[src/rtl/fusion_fetch_pkg.sv]
// Shared types and constants for the fetch sequencer and its entry FIFO.
package fusion_fetch_pkg;

  localparam logic [31:0] INSN_NOP = 32'h0000_0000;
  localparam int          ENTRY_W  = 64;

  typedef enum logic [1:0] {
    S_IDLE  = 2'b00,
    S_REQ   = 2'b01,
    S_DRAIN = 2'b10
  } fetch_state_e;

  typedef struct packed {
    logic [31:0] pc;
    logic [31:0] insn;
  } fetch_entry_t;

  // Instruction addresses are word aligned; the low two bits are forced to zero.
  function automatic logic [31:0] align_word(input logic [31:0] addr);
    return addr & 32'hFFFF_FFFC;
  endfunction

endpackage

[src/rtl/fetch_fifo.sv]
// Small synchronous FIFO holding {pc, insn} entries between the memory side and decode.
module fetch_fifo
  import fusion_fetch_pkg::*;
#(
  parameter int  DEPTH = 4,
  parameter int  WIDTH = ENTRY_W,
  localparam int PTR_W = $clog2(DEPTH),
  localparam int CNT_W = PTR_W + 1
) (
  input  logic             clk,
  input  logic             rst_n,
  input  logic             flush,
  input  logic             push,
  input  logic [WIDTH-1:0] push_data,
  input  logic             pop,
  output logic [WIDTH-1:0] pop_data,
  output logic [CNT_W-1:0] level,
  output logic             full,
  output logic             empty
);

  logic [WIDTH-1:0] mem_r [DEPTH];
  logic [PTR_W-1:0] wr_ptr_r;
  logic [PTR_W-1:0] rd_ptr_r;
  logic [CNT_W-1:0] count_r;
  logic [CNT_W-1:0] count_nxt_s;
  logic             do_push_s;
  logic             do_pop_s;

  assign full      = (count_r == CNT_W'(DEPTH));
  assign empty     = (count_r == CNT_W'(0));
  assign level     = count_r;
  assign pop_data  = mem_r[rd_ptr_r];
  assign do_push_s = push & ~full;
  assign do_pop_s  = pop & ~empty;

  // Occupancy update; a simultaneous push and pop leaves the level unchanged.
  always_comb begin
    count_nxt_s = count_r;
    case ({do_push_s, do_pop_s})
      2'b10:   count_nxt_s = count_r + CNT_W'(1);
      2'b01:   count_nxt_s = count_r - CNT_W'(1);
      default: count_nxt_s = count_r;
    endcase
  end

  // Storage and pointer registers; flush wins over push and pop.
  always_ff @(posedge clk or negedge rst_n) begin
    if (!rst_n) begin
      wr_ptr_r <= PTR_W'(0);
      rd_ptr_r <= PTR_W'(0);
      count_r  <= CNT_W'(0);
      for (int i = 0; i < DEPTH; i++) begin
        mem_r[i] <= WIDTH'(0);
      end
    end else if (flush) begin
      wr_ptr_r <= PTR_W'(0);
      rd_ptr_r <= PTR_W'(0);
      count_r  <= CNT_W'(0);
    end else begin
      if (do_push_s) begin
        mem_r[wr_ptr_r] <= push_data;
        wr_ptr_r        <= wr_ptr_r + PTR_W'(1);
      end
      if (do_pop_s) begin
        rd_ptr_r <= rd_ptr_r + PTR_W'(1);
      end
      count_r <= count_nxt_s;
    end
  end

endmodule

[src/rtl/fetch_sequencer_32.sv]
// Instruction fetch controller: req/ack memory fetch into a FIFO, one instruction
// per clock toward decode_32, with flush-and-restart on downstream redirects.
module fetch_sequencer_32
  import fusion_fetch_pkg::*;
#(
  parameter logic [31:0] RESET_PC   = 32'h0000_0000,
  parameter int          FIFO_DEPTH = 4,
  parameter int          INSN_STEP  = 4,
  localparam int         LVL_W      = $clog2(FIFO_DEPTH) + 1
) (
  input  logic             clk_in,
  input  logic             reset_in,
  output logic             imem_req_out,
  output logic [31:0]      imem_addr_out,
  input  logic             imem_ack_in,
  input  logic [31:0]      imem_data_in,
  input  logic             stall_in,
  input  logic             redirect_in,
  input  logic [31:0]      redirect_addr_in,
  output logic [31:0]      insn_out,
  output logic [31:0]      insn_pc_out,
  output logic             insn_valid_out,
  output logic [LVL_W-1:0] fifo_level_out
);

  localparam logic [31:0] RESET_PC_A = RESET_PC & 32'hFFFF_FFFC;

  fetch_state_e state_r;
  fetch_state_e state_nxt_s;
  logic [31:0]  fetch_pc_r;
  logic [31:0]  pc_nxt_s;
  logic         req_r;
  logic         req_nxt_s;
  logic [31:0]  addr_r;
  logic [31:0]  addr_nxt_s;
  logic [31:0]  insn_r;
  logic [31:0]  insn_pc_r;
  logic         valid_r;

  logic [31:0]  target_s;
  logic         push_s;
  logic         pop_s;
  logic         space_idle_s;
  fetch_entry_t push_entry_s;
  fetch_entry_t head_s;
  logic [LVL_W-1:0] fifo_level_s;
  logic [LVL_W-1:0] lvl_after_s;
  logic         fifo_full_s;
  logic         fifo_empty_s;

  assign target_s     = align_word(redirect_addr_in);
  assign pop_s        = ~redirect_in & ~stall_in & ~fifo_empty_s;
  assign space_idle_s = ~fifo_full_s | pop_s;
  assign lvl_after_s  = fifo_level_s + LVL_W'(1) - LVL_W'(pop_s);
  assign push_entry_s = '{pc: fetch_pc_r, insn: imem_data_in};

  fetch_fifo #(
    .DEPTH (FIFO_DEPTH),
    .WIDTH (ENTRY_W)
  ) u_fifo (
    .clk       (clk_in),
    .rst_n     (reset_in),
    .flush     (redirect_in),
    .push      (push_s),
    .push_data (push_entry_s),
    .pop       (pop_s),
    .pop_data  (head_s),
    .level     (fifo_level_s),
    .full      (fifo_full_s),
    .empty     (fifo_empty_s)
  );

  // Fetch FSM next state, request and pc; a redirect overrides the normal flow.
  always_comb begin
    state_nxt_s = state_r;
    req_nxt_s   = req_r;
    addr_nxt_s  = addr_r;
    pc_nxt_s    = fetch_pc_r;
    push_s      = 1'b0;
    if (redirect_in) begin
      pc_nxt_s = target_s;
      if (req_r && !imem_ack_in) begin
        // Request is still on the bus: hold it and throw away its response.
        state_nxt_s = S_DRAIN;
      end else begin
        state_nxt_s = S_REQ;
        req_nxt_s   = 1'b1;
        addr_nxt_s  = target_s;
      end
    end else begin
      case (state_r)
        S_IDLE: begin
          if (space_idle_s) begin
            state_nxt_s = S_REQ;
            req_nxt_s   = 1'b1;
            addr_nxt_s  = fetch_pc_r;
          end else begin
            state_nxt_s = S_IDLE;
          end
        end
        S_REQ: begin
          if (imem_ack_in) begin
            push_s   = 1'b1;
            pc_nxt_s = fetch_pc_r + 32'(INSN_STEP);
            if (lvl_after_s < LVL_W'(FIFO_DEPTH)) begin
              addr_nxt_s = fetch_pc_r + 32'(INSN_STEP);
            end else begin
              state_nxt_s = S_IDLE;
              req_nxt_s   = 1'b0;
            end
          end else begin
            state_nxt_s = S_REQ;
          end
        end
        S_DRAIN: begin
          if (imem_ack_in) begin
            state_nxt_s = S_REQ;
            addr_nxt_s  = fetch_pc_r;
          end else begin
            state_nxt_s = S_DRAIN;
          end
        end
        default: begin
          state_nxt_s = S_IDLE;
          req_nxt_s   = 1'b0;
          addr_nxt_s  = fetch_pc_r;
        end
      endcase
    end
  end

  // Fetch FSM, pc and memory request registers.
  always_ff @(posedge clk_in or negedge reset_in) begin
    if (!reset_in) begin
      state_r    <= S_IDLE;
      fetch_pc_r <= RESET_PC_A;
      req_r      <= 1'b0;
      addr_r     <= RESET_PC_A;
    end else begin
      state_r    <= state_nxt_s;
      fetch_pc_r <= pc_nxt_s;
      req_r      <= req_nxt_s;
      addr_r     <= addr_nxt_s;
    end
  end

  // Decode-side output registers: redirect kills, stall holds, otherwise pop or bubble.
  always_ff @(posedge clk_in or negedge reset_in) begin
    if (!reset_in) begin
      insn_r    <= INSN_NOP;
      insn_pc_r <= 32'h0000_0000;
      valid_r   <= 1'b0;
    end else if (redirect_in) begin
      insn_r  <= INSN_NOP;
      valid_r <= 1'b0;
    end else if (!stall_in) begin
      if (!fifo_empty_s) begin
        insn_r    <= head_s.insn;
        insn_pc_r <= head_s.pc;
        valid_r   <= 1'b1;
      end else begin
        insn_r  <= INSN_NOP;
        valid_r <= 1'b0;
      end
    end
  end

  assign imem_req_out   = req_r;
  assign imem_addr_out  = addr_r;
  assign insn_out       = insn_r;
  assign insn_pc_out    = insn_pc_r;
  assign insn_valid_out = valid_r;
  assign fifo_level_out = fifo_level_s;

endmodule

[config.mk]
export PLATFORM = sky130hd
export DESIGN_NAME = fetch_sequencer_32
export DESIGN_NICKNAME = d
export VERILOG_FILES = /design/src/rtl/fusion_fetch_pkg.sv /design/src/rtl/fetch_fifo.sv /design/src/rtl/fetch_sequencer_32.sv
export SDC_FILE = /design/constraint.sdc
export NUM_CORES = 1
export LEC_CHECK = 0
export ABC_AREA = 1
export BUFFER_PORTS_ARGS = -buffer_cell sky130_fd_sc_hd__buf_2
export CAP_MARGIN = 0
export CORE_UTILIZATION = 45
export CTS_CLUSTER_DIAMETER = 60
export DETAILED_ROUTE_END_ITERATION = 6
export PLACE_DENSITY_LB_ADDON = 0.05
export SYNTH_ARGS = -nofsm -noshare
export SYNTH_HDL_FRONTEND = slang
export SYNTH_SLANG_ARGS = --single-unit
export TNS_END_PERCENT = 20
[constraint.sdc]
create_clock -name clk_in -period 2 [get_ports clk_in]
set_input_delay 0.1 -clock clk_in [delete_from_list [all_inputs] [get_ports clk_in]]
set_output_delay 0.1 -clock clk_in [all_outputs]
set_load 0.01 [all_outputs]
==> results of run 1 <==
state kept, by name, summed over array words and instances, names as in the netlist:
signal,count
u_fifo.mem_r,248
u_fifo.level,3
imem_req_out,1
imem_addr_out,31
insn_valid_out,1
insn_out,32
insn_pc_out,30
u_fifo.rd_ptr_r,2
u_fifo.wr_ptr_r,2
fetch_pc_r,30
state_r,2
area by class of cell:
type | count | area (um2) | share of cell area, %
sequential | 382 | 9560 | 45.0
multi-input combinational | 1463 | 6880 | 32.4
timing repair buffer | 290 | 2330 | 10.9
clock buffer | 63 | 1270 | 5.99
tap | 518 | 648 | 3.05
inverter | 99 | 384 | 1.81
clock inverter | 16 | 168 | 0.789
per-stage QoR:
stage | util, % | cell area [um2] | total power (W) | cells
6_report | 55.1 | 21200 | 0.0295 | 2831
5_1_grt | 55.1 | 21200 | 0.0316 | 2831
4_1_cts | 54.8 | 21100 | 0.0296 | 2828
3_5_place_dp | 49.4 | 19000 | 0.0213 | 2684
3_3_place_gp | 49.4 | 19000 | 0.0211 | 2684
2_1_floorplan | - | 17600 | 0.0179 | 2083
worst min-delay path, delay by kind of cell:
kind,cells,cell delay [ns]
buffers and inverters,1,0.16
and+or+nand+nor,3,0.29
power by group through the flow:
| stage | sequential [W] | clock (W) | combinational, W |
|---|---|---|---|
| floorplan | 0.0121 | 0 | 0.00581 |
| global placement | 0.0121 | 0 | 0.00894 |
| detailed placement | 0.0122 | 0 | 0.00908 |
| CTS | 0.0121 | 0.00826 | 0.00921 |
| global route | 0.0124 | 0.00856 | 0.0107 |
| finish | 0.0121 | 0.00804 | 0.00934 |
timing repair:
| action | CTS | global route |
|---|---|---|
| hold endpoints to repair | 487 | 0 |
| gates resized for setup | 0 | 14 |
| buffers inserted | 0 | 1 |
| hold buffers | 65 | 0 |
| setup endpoints to repair | 0 | 31 |
synthesized netlist by cell type (2+ instances only):
library cell	n	area, um2
o21ai_1	211	1060
a32o_1	32	320
nand3_1	46	230
nor2_4	2	22.5
dfrtp_1	382	9560
clkbuf_1	60	225
o211ai_1	4	30.0
nor2_1	304	1140
nor2_2	4	25.0
buf_2	29	145
nand2_4	5	56.3
xor2_1	12	105
a21oi_1	61	305
a31oi_1	39	244
nand4_1	5	31.3
or2_2	2	12.5
o22ai_1	33	206
inv_2	6	22.5
nand2_2	4	25.0
buf_4	11	82.6
inv_1	90	338
nand2_1	472	1770
o21ai_0	207	1040
ha_1	8	100
buf_1	10	37.5
nand3_4	2	35.0
buf_6	29	327
logic make-up after synthesis:
| kind of cell | after synthesis |
|---|---|
| AOI/OAI and AO/OA | 590 |
| DFF | 382 |
| buffers and inverters | 238 |
| other | 1 |
| adders and majority gates | 8 |
| and+or+nand+nor | 851 |
| xor gates and xnor gates | 12 |
layer usage:
metal	wire [um]	part of all wire, %	vias up
met3	2240	4.6	71
li1	-	-	7309
met2	22900	47	366
met4	1160	2.4	0
met5	0	0	-
met1	22800	46	7090
final timing paths:
check	startpoint	to
setup / recovery	fetch_pc_r[3]	imem_addr_out[26]
hold / removal	stall_in	insn_valid_out
setup reg to reg	fetch_pc_r[3]	imem_addr_out[26]
hold reg to reg	u_fifo.mem_r[130]	u_fifo.mem_r[130]
max in group asynchronous	reset_in	fetch_pc_r[19]
min in group asynchronous	reset_in	insn_out[22]
placed cells by master (no fill, tap or decap), types with 3 or more instances in the layout:
cell type      synthesis  final
nand2_1              472    471
dfrtp_1              382    380
nor2_1               304    300
o21ai_1              211    211
o21ai_0              207    207
buf_2                 29    164
inv_1                 90     88
dlygate4sd3_1          0     65
a21oi_1               61     61
clkbuf_16              0     47
nand3_1               46     46
a31oi_1               39     39
o22ai_1               33     33
a32o_1                32     32
buf_4                 11     29
buf_12                 0     28
xor2_1                12     12
clkinv_2               0     11
clkbuf_1              60     10
clkbuf_8               0      8
nor2_2                 4      7
ha_1                   8      7
inv_2                  6      6
nand2_4                5      6
nand4_1                5      5
o211ai_1               4      4
inv_6                  1      3
nand2_2                4      3
nor2_4                 2      3
bufinv_16              0      3
==> metrics.md, run 1 <==
| Metric | Value |
|---|---|
| Outcome | `finished, final reports clean` |
| Netlist cell types | `39` |
| Sw Share | `36.1%` |
| Max FO, Critical Path | `7` |
| CTS tree | `done` |
| Post-synth EDFFs | `0` |
| Final setup viols | `0` |
| Io pins | `170` |
| Total grt overflow | `0` |
| P_leak | `between 10 and 15 nW` |
| Slew headroom | `about two thirds` |
| H-Tree Depth | `2` |
| # fillers | `3684` |
| Worst-Skew Late Latency | `around 0.56 ns` |
| Data required, critical path | `2.48 ns` |
| Cell chain of the critical path | `ha_1, nand2_1, nor2_2, nand2_2, nor2_4, nand2_1, nand2_1, nand3_1, a21oi_1` |
| Comb pwr share | `31.7%` |
| Starting Density | `45.6%` |
| Die Span X | `200 um` |
| Maximum clock frequency | `537 MHz` |
| Most used DFF post-synth | `dfrtp_1` |
| Clock power frac | `27.3%` |
| Clock Pin Slew Worst Setup and Hold Paths | `roughly 0.060 ns` |
| Met3 Usage GRT | `between 3 and 4%` |
| Final Hold Fails | `0` |
| Simple-Gate Fraction of Synth Area | `19.3%` |
| Vias per Instance | `5.24` |
| Sequential fraction of the synthesis area | `54.4%` |
| CP dominant cell by count | `nand2_1` |
| Die Span Y | `200 um` |
| CTS Buffer Depth | `3` |
| Num CTS Buffers | `44` |
| Levels on crit path | `9` |
| Part of the power in registers | `roughly 41%` |
| Switching power | `roughly 0.011 W` |
| Place WS | `0.0759 ns` |
| P&R area growth vs syn | `20.8%` |
| Max-Cap Viols | `0` |
| Buffers and inverters on the worst path | `0` |
| Final min period | `about 1.9 ns` |
| Final worst setup slack | `0.137 ns` |
| Skew final | `between 0.01 and 0.015 ns` |
| Worst Hold Class | `in -> reg` |
| Yosys reg bits | `~380` |
| First-pass GRT wire length | `78500 um` |
| Int Pwr | `0.0188 W` |
| FF-to-FF setup slack | `0.14 ns` |
| Routed Antenna Nets | `0` |
| Port Buffers | `165` |
| Total GRT Usage | `25.2%` |
| CP Class | `reg -> reg` |
| Crit-path max cell delay | `0.41 ns` |
| Nets@finish | `2357` |
| Multiplexer area fraction after synthesis | `0%` |
| Post-Syn Area | `17600 um2` |
| Hold Slack | `between 0.03 and 0.04 ns` |
| Avg Cell Area, Syn | `8.45 um2` |
| Slowest CP cell | `dfrtp_1` |
| Setup_tns | `0 ns` |
| Period utilisation layout | `93.2%` |
| Fraction of layout instances using a drive strength above 1 | `14.5%` |
| Largest net degree at the start of global routing | `98` |
| Pwr dens | `1390 nW/um2` |
| Cell count of the worst reg-to-reg path | `9` |
| Post-Route WL | `49100 um` |
| Root buf cell | `clkbuf_16` |
| Adder-Cell Fraction of Synth Area | `0.569%` |
| Clock sinks | `382` |
| Maximum vdd drop | `approximately 0.65 mV` |
| Iteration-0 DRC Markers | `986` |
| DIE AREA | `39900 um2` |
| Met2 Use GR | `40.8%` |
| DRT Pass-1 Iters | `5` |
| Via count | `14836` |
| # DRC | `0` |
| Element type at the critical path end | `flop` |
| Rows | `72` |
| Initial antenna violation count | `0` |
| Yosys warns | `0` |
| Async S/R FF share, synth | `100%` |
| Vias in the first global route | `14459` |
| CP top delay family | `simple AND/OR/NAND/NOR gates` |
| Met1 Resource Use GR | `35.2%` |
| Synth Instances | `2082` |
| Core Area | `38600 um2` |
| Slew Viols, Final | `0` |
| Most used routing layer | `met2` |
| Main combinational cell family by area after synthesis | `simple AND/OR/NAND/NOR gates` |
| ANT cells | `0` |
| WL/cell | `17.3 um` |
| Compound-Gate Fraction of Synth Area | `a little under a fifth` |
| DP Wirelength | `31100 um` |
| Crit start category | `flop` |
| Slew @ Worst Pin | `0.518 ns` |
| Xor and xnor fraction of the mapped netlist area | `0.598%` |
| Crit path arrival time | `2.34 ns` |
| Final Wtd Congestion | `0.881` |
| Hold path depth | `4` |
Note: power is estimated with default switching activity, not from simulation.
==> inputs of run 2 (changes only) <==
- clock period: 2 -> 1.6 ns (I/O delays scaled with it)
==> metrics.md, run 2 (synthesis gave the netlist of run 1 again) <==
| Metric | Value |
|---|---|
| Outcome | `complete, but fails checks` |
| Failing checks | `negative setup slack` |
| H-Tree Depth | `2` |
| Final setup viols | `79` |
| Maximum vdd drop | `0.721 mV` |
| Crit path arrival time | `2.18 ns` |
| CTS Buffer Depth | `3` |
| Total GRT Usage | `25.5%` |
| Final Hold Fails | `0` |
| Io pins | `170` |
| Data required, critical path | `2.05 ns` |
| Die Span X | `200 um` |
| ANT cells | `0` |
| Hold Path End | `insn_valid_out` |
| Iteration-0 DRC Markers | `1160` |
| CP Class | `reg -> reg` |
| DIE AREA | `approximately 40000 um2` |
| Num CTS Buffers | `44` |
| R2r endpoint | `imem_addr_out[24]` |
| Cell count of the worst reg-to-reg path | `11` |
| FF-to-FF setup slack | `-0.12 ns` |
| Initial antenna violation count | `0` |
| Largest net degree at the start of global routing | `87` |
| Worst-Skew Late Latency | `0.57 ns` |
| Final Wtd Congestion | `a little under 0.9` |
| Vias in the first global route | `14519` |
| Reg2Reg Launch Point | `u_fifo.level[0]` |
| Hold Crit Start | `stall_in` |
| Pwr dens | `between 1500 and 2000 nW/um2` |
| Core Area | `between 30000 and 40000 um2` |
| DRT Pass-1 Iters | `5` |
| Rows | `just over 70` |
| Via count | `15463` |
| Root buf cell | `clkbuf_16` |
| Final worst setup slack | `-0.124 ns` |
| RSZ-0062 raised after global routing | `yes` |
| Slew Viols, Final | `0` |
| Crit start category | `flop` |
| WL/cell | `17.9 um` |
| Final min period | `1.72 ns` |
| Routed Antenna Nets | `0` |
| Element type at the critical path end | `flop` |
| Top reg by flops | `u_fifo.mem_r` |
| Total power draw | `0.0379 W` |
| Nets@finish | `2434` |
| CTS tree | `done` |
| Hold path depth | `5` |
| Total grt overflow | `0` |
| P_leak | `between 10 and 15 nW` |
| P&R area growth vs syn | `27.0%` |
| Clock Pin Slew Worst Setup and Hold Paths | `~0.06 ns` |
| Post-Route WL | `about 52000 um` |
| Most common cell after layout, fill and taps aside | `nand2_1` |
| Slew headroom | `65.5%` |
| First-pass GRT wire length | `79300 um` |
| Largest register FFs | `248` |
| Period utilisation layout | `108%` |
| Fraction of layout instances using a drive strength above 1 | `between 10% and 20%` |
| Worst Hold Class | `in -> reg` |
| Max FO, Critical Path | `10` |
| Port Buffers | `165` |
| Clock sinks | `382` |
| Skew final | `between 0.015 and 0.02 ns` |
| Max-Cap Viols | `0` |
| # DRC | `0` |
| Vias per Instance | `5.32` |
| # fillers | `3598` |
| Most frequent cells in the layout | `nand2_1, dfrtp_1, nor2_1` |
| Starting Density | `45.6%` |
| Place WS | `-0.187 ns` |
| Slew @ Worst Pin | `0.517 ns` |
| Die Span Y | `200 um` |
| Maximum clock frequency | `580 MHz` |
| DP Wirelength | `32000 um` |
## run 2: changes by cell type in the layout (fill, tap and decap cells not counted), sizes merged
cell / change
clkbuf: +6
nand2: +2
bufinv: -1
inv: -3
buf: +69
clkinv: +5
## run 2: stage by stage
stage / std cells / TNS [ns] / utilization, % / hold WS (ns) / instance area [um2]
global route: 2909 / -18.39 / 57.9 / 0.0924 / 22300
detailed placement: 2745 / -5.02 / 50.9 / -0.0316 / 19600
finish: 2909 / -3.39 / 57.9 / 0.0985 / 22300
CTS: 2892 / -2.53 / 56.5 / 0.0878 / 21800
global placement: 2745 / -3.21 / 50.9 / -0.0316 / 19600
floorplan: 2083 / -0.516 / - / -0.216 / 17600
## run 2: final cells by class
class | instances | area, um2 | area share, %
Inverter | 99 | 398 | 1.78
Clock inverter | 17 | 159 | 0.711
Timing Repair Buffer | 365 | 3170 | 14.2
Sequential cell | 382 | 9570 | 42.8
Multi-Input combinational cell | 1465 | 7090 | 31.8
Tap cell | 518 | 648 | 2.90
Clock buffer | 63 | 1310 | 5.84
## run 2: what timing repair did
item | CTS | global route
hold buffers | 66 | 0
hold endpoints to repair | 569 | 0
cloned | 0 | 12
resized for setup | 7 | 76
endpoints found under the setup margin | 55 | 280
pin swaps | 4 | 10
buffers inserted | 1 | 5
## run 2: how the worst max path moves through the flow
stage / from / to / slack, ns / cells after the start
6_report: u_fifo.level[0] / imem_addr_out[24] / -0.12 / 11
2_1_floorplan: u_fifo.level[0] / imem_addr_out[11] / -0.04 / 13
4_1_cts: u_fifo.level[0] / imem_addr_out[24] / -0.12 / 12
3_3_place_gp: u_fifo.level[0] / imem_addr_out[24] / -0.13 / 12
3_5_place_dp: u_fifo.level[0] / imem_addr_out[23] / -0.19 / 12
5_1_grt: u_fifo.level[0] / imem_addr_out[8] / -0.22 / 11
## run 2: metal layers
layer | GRT usage, % | part of all wire, % | vias up
met2 | 40.5 | 46 | 440
met4 | 7.15 | 1.9 | 0
met1 | 36.5 | 47 | 7461
met5 | 0 | 0 | -
met3 | 3.36 | 5.1 | 77
li1 | - | - | 7485
## run 2: power by group
part           switching (W)  total, W  internal, W
sequential           0.00207    0.0151       0.0130
clock                0.00405    0.0100      0.00600
combinational        0.00754    0.0127      0.00518
total                 0.0137    0.0379       0.0242
## run 2: worst max-delay path, cell delays in order (launching register included)
cell     delay [ns]
dfrtp_2        0.43
inv_2          0.08
ha_4           0.20
inv_2          0.05
nand2_2        0.05
o21ai_2        0.14
nand2_2        0.10
nand2_4        0.13
nand2_8        0.10
buf_12         0.16
nor2_1         0.09
a21oi_1        0.07
==> inputs of run 3 (changes only) <==
- ABC_AREA: 1 -> 0
- CORE_MARGIN: unset -> 10
==> metrics.md, run 3 <==
| Metric | Value |
|---|---|
| Clock Pin Slew Worst Setup and Hold Paths | `0.06 ns` |
| Sequential fraction of the synthesis area | `around 54%` |
| Most used DFF post-synth | `dfrtp_1` |
| P_leak | `11.1 nW` |
| RSZ-0062 raised after global routing | `yes` |
| ANT cells | `0` |
| Place WS | `-0.690 ns` |
| Total GRT Usage | `19.6%` |
| Iteration-0 DRC Markers | `between 500 and 600` |
| DIE AREA | `47700 um2` |
| DP Wirelength | `31400 um` |
| Cell count of the worst reg-to-reg path | `8` |
| Initial antenna violation count | `0` |
| Final min period | `2.27 ns` |
| Met3 wire length | `about 2000 um` |
| Starting Density | `45.6%` |
| Slew Viols, Final | `0` |
| Element type at the critical path end | `flop` |
| FF-to-FF setup slack | `-0.67 ns` |
| WL/cell | `21.2 um` |
| Switching power | `approximately 0.010 W` |
| Maximum clock frequency | `440 MHz` |
| Largest register FFs | `248` |
| Largest net degree at the start of global routing | `58` |
| # DRC | `0` |
| Top sig layer | `met4` |
| H-Tree Depth | `2` |
| Slew @ Worst Pin | `approximately 0.58 ns` |
| Vias per Instance | `between 5 and 6` |
| Total power draw | `around 0.034 W` |
| Worst setup endpoint | `imem_addr_out[9]` |
| Port Buffers | `165` |
| Maximum vdd drop | `approximately 0.68 mV` |
| Most frequent cell after synthesis | `dfrtp_1` |
| Post-Route WL | `47500 um` |
| Setup_tns | `-117.59 ns` |
| Final worst setup slack | `-0.675 ns` |
| Commonest cells post-synth | `dfrtp_1, mux2_2, nand2_1` |
| Core Area | `38800 um2` |
| Yosys warns | `0` |
| Data required, critical path | `a little over 2 ns` |
| Fraction of layout instances using a drive strength above 1 | `53.7%` |
| R2r endpoint | `imem_addr_out[9]` |
| Slew headroom | `between 60% and 70%` |
| Final Wtd Congestion | `approximately 0.9` |
| Netlist cell types | `62` |
| Max FO, Critical Path | `11` |
| Total grt overflow | `0` |
| Period utilisation layout | `142%` |
| P&R area growth vs syn | `34.8%` |
| Synth Instances | `1291` |
| Outcome | `complete, but fails checks` |
| DRT Pass-1 Iters | `7` |
| Skew final | `0.0197 ns` |
| Routed Antenna Nets | `0` |
| Post-synth EDFFs | `0` |
| CTS Buffer Depth | `3` |
| Die Span Y | `218 um` |
| Crit start category | `flop` |
| Pwr dens | `1430 nW/um2` |
| Top reg by flops | `u_fifo.mem_r` |
| DR WL met2 | `23100 um` |
| Worst setup path startpoint | `u_fifo.level[0]` |
| Synth area leader | `dfrtp_1` |
| CTS tree | `done` |
| Part of the power in registers | `39.9%` |
| Comb pwr share | `a little under a third` |
| Worst Hold Class | `in -> async` |
| Max-Cap Viols | `0` |
| First-pass GRT wire length | `73900 um` |
| Nets@finish | `roughly 1800` |
| Metal-1 WL | `21600 um` |
| Most common cell after layout, fill and taps aside | `dfrtp_1` |
| Num CTS Buffers | `43` |
| Sw Share | `29.2%` |
| Clock power frac | `28.4%` |
| Via count | `12014` |
| Die Span X | `roughly 220 um` |
| Hold Slack | `a little over 0.06 ns` |
| Failing checks | `negative setup slack` |
| Io pins | `between 150 and 200` |
| Yosys reg bits | `382` |
| Final Hold Fails | `0` |
| Post-Syn Area | `17700 um2` |
| Root buf cell | `clkbuf_16` |
| Most frequent cells in the layout | `dfrtp_1, mux2_2, buf_2` |
| Clock sinks | `382` |
| Rows | `72` |
| Avg Cell Area, Syn | `13.7 um2` |
| Vias in the first global route | `12876` |
| Async S/R FF share, synth | `100%` |
| Top cells by area, synth | `dfrtp_1, mux2_2, mux4_2` |
| Reg2Reg Launch Point | `u_fifo.level[0]` |
| Worst-Skew Late Latency | `0.57 ns` |
| CP Class | `reg -> reg` |
| Post-synth top area share | `54.0%` |
| Final setup viols | `369` |
| Crit path arrival time | `2.72 ns` |
| Int Pwr | `about 0.024 W` |
## run 3: cell count changes after synthesis, moves of 26 or more
cell     before  now
a31oi_1      39    7
nand2_1     472   69
nor2_1      304   15
xnor2_1       0   26
a32o_1       32    0
a22o_1        0   32
mux2_2        0  284
o21ai_1     211    2
a21oi_1      61   21
o22ai_1      33    1
mux4_2        0   62
inv_1        90   13
o21ai_0     207   36
## run 3: cell type report
class	instances	area, um2
clock buffer	66	1260
tap	518	648
fill	3103	15000
inverter	14	53.8
timing repair buffer	456	3980
sequential	382	9570
clock inverter	14	138
multi-input combinational	784	8220
## run 3: logic make-up after synthesis
family / count (synthesis) / share of synthesized area [%]
buffers and inverters: 127 / 3.28
adder cells (fa/ha/maj): 9 / 0.622
XOR/XNOR: 52 / 2.57
flip-flops: 382 / 54.0
AND/OR/NAND/NOR: 217 / 6.68
other: 1 / 0.0212
AO/OA/AOI/OAI: 142 / 5.71
multiplexers: 361 / 27.2
## run 3: per-layer routing
metal	global-route usage, %	vias to the layer above
li1	-	5543
met1	26.1	6201
met2	32.2	216
met3	3.56	54
met4	5.21	0
met5	0	-
## run 3: metrics by stage
| stage | cell area, um2 | util (%) | cells |
|---|---|---|---|
| final | 23900 | 61.5 | 2234 |
| after global routing | 23900 | 61.5 | 2234 |
| after CTS | 23200 | 59.8 | 2220 |
| after detailed placement | 20600 | 53.1 | 2056 |
| after global placement | 20600 | 53.1 | 2056 |
| after floorplan | 17800 | - | 1292 |
## run 3: critical path, cell delays in order (launching register included)
cell and delay (ns):
dfrtp_2 0.41, inv_2 0.08, ha_4 0.20, or3b_4 0.39, o311ai_4 0.30, o211ai_4 0.11, and2_4 0.20, buf_12 0.15
mux2_4 0.30
## run 3: worst min path at each step
stage | startpoint | to | cells past startpoint | slack, ns
2_1_floorplan | reset_in | fetch_pc_r[10] | 0 | -0.22
3_3_place_gp | reset_in | insn_out[15] | 1 | 0.07
3_5_place_dp | reset_in | insn_out[15] | 1 | 0.08
4_1_cts | redirect_in | state_r[1] | 5 | 0.03
5_1_grt | redirect_in | state_r[1] | 5 | 0.09
6_report | reset_in | u_fifo.mem_r[210] | 2 | 0.06
## run 3: timing repair
action / in CTS / in global routing
resized for setup: 56 / 125
buffers inserted: 12 / 14
endpoints found under the hold margin: 571 / 0
pin swaps: 5 / 57
setup endpoints to repair: 376 / 376
hold buffers: 65 / 0
gates cloned: 7 / 4
## run 3: power groups by stage
stage               sequential [W]  clock, W  combinational [W]
floorplan                   0.0137         0            0.00628
global placement            0.0137         0             0.0100
detailed placement          0.0138         0             0.0102
CTS                         0.0136    0.0100             0.0105
global route                0.0140    0.0104             0.0117
finish                      0.0137   0.00973             0.0108
